## config.mk

```make
export PLATFORM = sky130hd
export DESIGN_NAME = nrisc_ula_stage
export DESIGN_NICKNAME = d
export VERILOG_FILES = /design/src/rtl/nrisc_pkg.sv /design/src/rtl/nrisc_pipe_slot.sv /design/src/rtl/nrisc_ula_stage.sv
export SDC_FILE = /design/constraint.sdc
export NUM_CORES = 1
export LEC_CHECK = 0
export BUFFER_PORTS_ARGS = -buffer_cell sky130_fd_sc_hd__buf_2
export CAP_MARGIN = 0
export CORE_MARGIN = 2
export CORE_UTILIZATION = 31
export CTS_CLUSTER_SIZE = 25
export DETAILED_ROUTE_END_ITERATION = 6
export GPL_TIMING_DRIVEN = 1
export PLACE_DENSITY_LB_ADDON = 0.2
export SETUP_SLACK_MARGIN = 0.2
export SLEW_MARGIN = 20
export SYNTH_ARGS = -nofsm -noshare
export SYNTH_HDL_FRONTEND = slang
export SYNTH_SLANG_ARGS = --single-unit
```

## constraint.sdc

```tcl
create_clock -name clk -period 4.38 [get_ports clk]
set_clock_uncertainty 0.05 [all_clocks]
set_input_delay 0.438 -clock clk [delete_from_list [all_inputs] [get_ports clk]]
set_output_delay 0.438 -clock clk [all_outputs]
set_load 0.05 [all_outputs]
```

## src/rtl/nrisc_pkg.sv

```systemverilog
// Shared definitions for the NRISC execute path: default widths, ULA op
// codes and flag bit positions.
package nrisc_pkg;

   // Default datapath and register-index widths.
   localparam int TAM_DEF = 16;
   localparam int RW_DEF  = 3;

   // ULA_ctrl[2:0] operation codes.
   localparam logic [2:0] OP_ADD = 3'b000;
   localparam logic [2:0] OP_SUB = 3'b001;
   localparam logic [2:0] OP_AND = 3'b010;
   localparam logic [2:0] OP_OR  = 3'b011;
   localparam logic [2:0] OP_XOR = 3'b100;
   localparam logic [2:0] OP_SHR = 3'b101;
   localparam logic [2:0] OP_SHL = 3'b110;
   localparam logic [2:0] OP_NOT = 3'b111;

   // ULA_ctrl[3]: rotate (1) or shift (0).
   localparam int CMD_ROT = 3;

   // Positions inside the {minus, zero, carry} flag vector.
   localparam int FLG_MINUS = 2;
   localparam int FLG_ZERO  = 1;
   localparam int FLG_CARRY = 0;

endpackage

```

## src/rtl/nrisc_pipe_slot.sv

```systemverilog
// Generic pipeline slot: a valid bit plus a payload register.
// Load has priority over drop, so a slot that empties and refills on the
// same edge stays valid with the new payload. The payload only changes on
// load, which keeps it stable while the slot is held.
module nrisc_pipe_slot #(
   parameter int W = 8
)(
   input  logic         clk,
   input  logic         rst,
   input  logic         i_load,
   input  logic         i_drop,
   input  logic [W-1:0] i_data,
   output logic         o_valid,
   output logic [W-1:0] o_data
);

   logic         r_valid;
   logic [W-1:0] r_data;

   // Valid/payload update: load wins, otherwise drop clears valid only.
   always_ff @(posedge clk or posedge rst) begin
      if (rst) begin
         // NOTE: sequential state uses non-blocking assignments so every
         // register samples pre-edge values regardless of block order.
         r_valid <= 1'b0;
         r_data  <= '0;
      end else if (i_load) begin
         r_valid <= 1'b1;
         r_data  <= i_data;
      end else if (i_drop) begin
         r_valid <= 1'b0;
      end
   end

   assign o_valid = r_valid;
   assign o_data  = r_data;

endmodule

```

## src/rtl/nrisc_ula_stage.sv

```systemverilog
// Two-register execute stage around the combinational NRISC ULA.
//   S0 holds the accepted op and drives the ULA; S1 captures the ULA
//   result/flags for writeback. The stage owns the architectural flags.
// Optional build macro: NRISC_ULA_FWD_EN enables operand forwarding from
// S0 (ULA_OUT) and S1 (out_data) at accept time.
module nrisc_ula_stage
   import nrisc_pkg::*;
#(
   parameter int TAM = TAM_DEF,
   parameter int RW  = RW_DEF
)(
   input  logic           clk,
   input  logic           rst,
   // upstream
   input  logic           in_valid,
   output logic           in_ready,
   input  logic [3:0]     in_op,
   input  logic           in_incdec,
   input  logic           in_cmp2,
   input  logic [TAM-1:0] in_a,
   input  logic [TAM-1:0] in_b,
   input  logic [RW-1:0]  in_rs_a,
   input  logic [RW-1:0]  in_rs_b,
   input  logic [RW-1:0]  in_rd,
   input  logic           in_rd_we,
   input  logic           in_flag_we,
   // ULA
   output logic [TAM-1:0] ULA_A,
   output logic [TAM-1:0] ULA_B,
   output logic [3:0]     ULA_ctrl,
   output logic           incdec,
   output logic           cmp2,
   input  logic [TAM-1:0] ULA_OUT,
   input  logic [2:0]     ULA_flags,
   // writeback
   output logic           out_valid,
   input  logic           out_ready,
   output logic [TAM-1:0] out_data,
   output logic [RW-1:0]  out_rd,
   output logic           out_rd_we,
   output logic [2:0]     out_flags,
   output logic           out_err,
   output logic [2:0]     flags_q
);

   localparam int S0_W = 4 + 3 + 2*TAM + RW + 2;
   localparam int S1_W = TAM + 3 + RW + 2;

   logic            w_s0_valid, w_s1_valid;
   logic            w_s1_free, w_accept, w_adv;
   logic [S0_W-1:0] w_s0_d, w_s0_q;
   logic [S1_W-1:0] w_s1_d, w_s1_q;

   logic [3:0]      w_s0_op;
   logic            w_s0_incdec, w_s0_cmp2, w_s0_err;
   logic [TAM-1:0]  w_s0_a, w_s0_b;
   logic [RW-1:0]   w_s0_rd;
   logic            w_s0_rd_we, w_s0_flag_we;

   logic [TAM-1:0]  w_opa, w_opb;
   logic            w_err, w_cmp2_ok;
   logic [2:0]      r_flags;

   // Handshake: S1 frees when empty or popping; S0 frees when it can advance.
   assign w_s1_free = ~w_s1_valid | out_ready;
   assign in_ready  = ~w_s0_valid | w_s1_free;
   assign w_accept  = in_valid & in_ready;
   assign w_adv     = w_s0_valid & w_s1_free;

   // incdec together with cmp2 is illegal: keep the increment, drop cmp2.
   assign w_err     = in_incdec & in_cmp2;
   assign w_cmp2_ok = in_cmp2 & ~in_incdec;

`ifdef NRISC_ULA_FWD_EN
   // Operand A: youngest in-flight writer of rs_a wins (S0 before S1).
   always_comb begin
      w_opa = in_a;
      if (w_s0_valid && w_s0_rd_we && (w_s0_rd == in_rs_a))
         w_opa = ULA_OUT;
      else if (w_s1_valid && out_rd_we && (out_rd == in_rs_a))
         w_opa = out_data;
   end

   // Operand B: same priority, resolved independently of A.
   always_comb begin
      w_opb = in_b;
      if (w_s0_valid && w_s0_rd_we && (w_s0_rd == in_rs_b))
         w_opb = ULA_OUT;
      else if (w_s1_valid && out_rd_we && (out_rd == in_rs_b))
         w_opb = out_data;
   end
`else
   assign w_opa = in_a;
   assign w_opb = in_b;
   logic w_unused_rs;
   assign w_unused_rs = ^{in_rs_a, in_rs_b};
`endif

   assign w_s0_d = {in_op, in_incdec, w_cmp2_ok, w_err, w_opa, w_opb,
                    in_rd, in_rd_we, in_flag_we};
   assign {w_s0_op, w_s0_incdec, w_s0_cmp2, w_s0_err, w_s0_a, w_s0_b,
           w_s0_rd, w_s0_rd_we, w_s0_flag_we} = w_s0_q;

   nrisc_pipe_slot #(.W(S0_W)) u_s0 (
      .clk     (clk),
      .rst     (rst),
      .i_load  (w_accept),
      .i_drop  (w_adv),
      .i_data  (w_s0_d),
      .o_valid (w_s0_valid),
      .o_data  (w_s0_q)
   );

   assign w_s1_d = {ULA_OUT, ULA_flags, w_s0_rd, w_s0_rd_we, w_s0_err};
   assign {out_data, out_flags, out_rd, out_rd_we, out_err} = w_s1_q;

   nrisc_pipe_slot #(.W(S1_W)) u_s1 (
      .clk     (clk),
      .rst     (rst),
      .i_load  (w_adv),
      .i_drop  (out_ready),
      .i_data  (w_s1_d),
      .o_valid (w_s1_valid),
      .o_data  (w_s1_q)
   );

   assign out_valid = w_s1_valid;

   // ULA drive: S0 contents when valid, otherwise held quiet at zero.
   always_comb begin
      // NOTE: every output gets a default first so no path infers a latch.
      ULA_A    = '0;
      ULA_B    = '0;
      ULA_ctrl = '0;
      incdec   = 1'b0;
      cmp2     = 1'b0;
      if (w_s0_valid) begin
         ULA_A    = w_s0_a;
         ULA_B    = w_s0_b;
         ULA_ctrl = w_s0_op;
         incdec   = w_s0_incdec;
         cmp2     = w_s0_cmp2;
      end
   end

   // Architectural flags follow the op as it moves from S0 into S1.
   always_ff @(posedge clk or posedge rst) begin
      if (rst)
         r_flags <= 3'b000;
      else if (w_adv && w_s0_flag_we)
         r_flags <= ULA_flags;
   end

   assign flags_q = r_flags;

endmodule

```

==> flow_summary.toml <==
[cells_and_area]
area_delta_synth_final_pct = 32.5
antenna_cells = 0
layout-drive-gt1-share_pct = 65.5
nets = 409
seq_area_um2 = 1830
fin_area_um2 = 4020
num-fill-cells = 957
multi_input_area_um2 = 1120

[sta]
max_slew_margin_pct = 60.0
max_freq_ghz = 0.430
hold_viol = 0
layout_min_cycle_time_ns = 2.32
setup-tns-final_ns = 0
slew_violations = 0
fin_crit_sh_pct = 53.0
finalSetupViolCount = 0
worstMarginPinSlew_ns = 0.599
rsz0062_at_grt = "false"

[cts]
ctsHoldBuffers = 0
clockRootBuffer = "clkbuf_8"
postCtsSetupBuffers = 0
cts_made_buffers = 9
cts_max_path_buffers = 2
insertion_delay_ns = 0.33
htreeDepth = 3
cts_sinks = 73
cts_tree = "yes"
clk_pin_slew_ns = 0.08
post_cts_resized = 0

[global_route]
grt_pass1_vias = 1979
gr-total-overflow = 0
antenna_found_initial = 0
track_usage_pct = 12.1
grt_max_degree = 45
grt_pass1_wl_um = 9600

[worst_setup_path]
crit_path_start = "u_s0.o_valid"
path_buf_inv = 2
worst_path_largest_cell_delay_ns = 0.71
crit_fanout = 25
r2r_start = "u_s0.o_valid"
cp-end-kind = "output port"
crit_chain = "buf_4, and2_1, buf_2"
cp.arrival_ns = 1.84
crit_family = "flip-flops"
cp_slowest_cell = "dfrtp_1"
cp_data_required_time_ns = 3.89
startpoint_type = "flip-flop"
path_class = "flip-flop to output port"

[power]
p_leak_nw = 1.96
p_per_area_nw_per_um2 = 524
peakVddDrop_mv = 0.199

[logic_synthesis]
synthesis.area_um2 = 3040
synth-seq-cells = 73
ys_seq_area_share_pct = 60.2
synth_area_per_cell_um2 = 15.0
synth_nets = 274
synth_warnings = 0
syn_inst = 202
yosysUniqueCellTypes = 15

[drt]
wire_per_inst_um = 13.1
num_vias = 2013
wirelength_um = 6240
drt_first_pass_iters = 4
viasPerCell = 4.24
drtIter0Drc = 21
drtAntennaViolNets = 0
drc = 0

[hold_path]
hp-class = "input port to asynchronous set/reset pin"

[floorplanning]
num_rows = 36
pin_count = 139
die-area_um2 = 10600
die_x_um = 103
core-area_um2 = 9640
start_util_pct = 31.5
dieHeight_um = 103

[placement]
dpl.hpwl_um = 4290
place_congestion = 0.637
place_area_um2 = 3790
io_buffers = 132

[run_status]
outcome = "finished, final reports clean"

[flow_run]
cap_violations = 0
==> power by group <==
group          leakage [nW]  internal [mW]  total [mW]  switching, mW
clock network         0.115          0.350       0.597          0.247
logic                 0.987          0.207       0.679          0.472
registers             0.854          0.783       0.832         0.0488
==> per-layer routing <==
metal | global-route usage (%) | vias up | share of wire (%)
li1 | - | 948 | -
met1 | 15.4 | 968 | 45
met2 | 17.7 | 90 | 43
met3 | 6.10 | 7 | 11
met4 | 4.25 | 0 | 1.0
met5 | 0 | - | 0
==> metrics by stage <==
stage	instances	utilization (%)	hold slack, ns	power [mW]	setup WS [ns]
after global routing	475	41.7	0.106	2.23	1.87
after floorplan	202	-	0.419	1.38	2.04
after global placement	459	39.4	0.429	1.53	2.34
after detailed placement	459	39.4	0.435	1.54	2.36
after CTS	475	41.7	0.0757	2.15	1.97
final	475	41.7	0.0787	2.11	2.06
==> cell usage after synthesis <==
| cell type | n | area share (%) |
|---|---|---|
| and3_1 | 2 | 0.41 |
| inv_1 | 1 | 0.12 |
| nor2b_1 | 1 | 0.21 |
| nand2_2 | 1 | 0.21 |
| mux2_2 | 70 | 26 |
| and2_1 | 38 | 7.8 |
| clkbuf_1 | 4 | 0.49 |
| nand2b_1 | 2 | 0.41 |
| nand3b_4 | 1 | 0.66 |
| nand2_8 | 1 | 0.66 |
| buf_8 | 1 | 0.49 |
| buf_6 | 5 | 1.9 |
| a22o_1 | 1 | 0.29 |
| or2b_1 | 1 | 0.25 |
| dfrtp_1 | 73 | 60 |
==> worst paths after layout <==
check                                   to  slack (ns)  depth (start not counted)
min reg2reg                 u_s0.o_data[7]        0.45                          1
max                               ULA_A[5]        2.06                          3
max reg2reg                u_s1.o_data[23]        2.55                          2
min                         u_s0.o_data[4]        0.08                          2
max in group asynchronous  u_s1.o_data[15]        3.25                          3
min in group clk           u_s0.o_data[29]        0.27                          2
==> worst reg2reg max path, cell delays in order, from the launching register on <==
cell	delay (ns)
dfrtp_1	0.71
nand2_2	0.53
mux2_2	0.43
==> registers in the layout, summed over array words and instances, names as in the netlist <==
signal        flops
u_s0.o_valid      1
flags_q           3
u_s1.o_data      24
u_s1.o_valid      1
u_s0.o_data      44
==> cells in the final DEF, fill, tap and decap left out <==
master	instances
a22o_1	1
and2_1	38
and3_1	2
buf_2	132
buf_4	2
bufinv_16	2
clkbuf_8	11
clkinv_2	3
clkinvlp_4	1
dfrtp_1	73
mux2_2	70
nand2_2	1
nand2_8	1
nand2b_1	2
nand3b_4	1
nor2b_1	1
or2b_1	1
==> final cells by class <==
class	instances	area share [%]
sequential	73	45.4
timing repair buffer	134	16.8
tap	133	4.14
clock inverter	5	1.93
multi-input combinational	118	27.8
clock buffer	11	3.76
inverter	1	0.124
==> cells by family (layout without fill, tap and decap cells) <==
logic type | after synthesis | count (layout) | synth area share, %
muxes | 70 | 70 | 26.0
and+or+nand+nor | 47 | 47 | 10.6
DFF | 73 | 73 | 60.2
AOI/OAI and AO/OA | 1 | 1 | 0.288
buffers and inverters | 11 | 151 | 2.97
(Power assumes the default switching activity.)
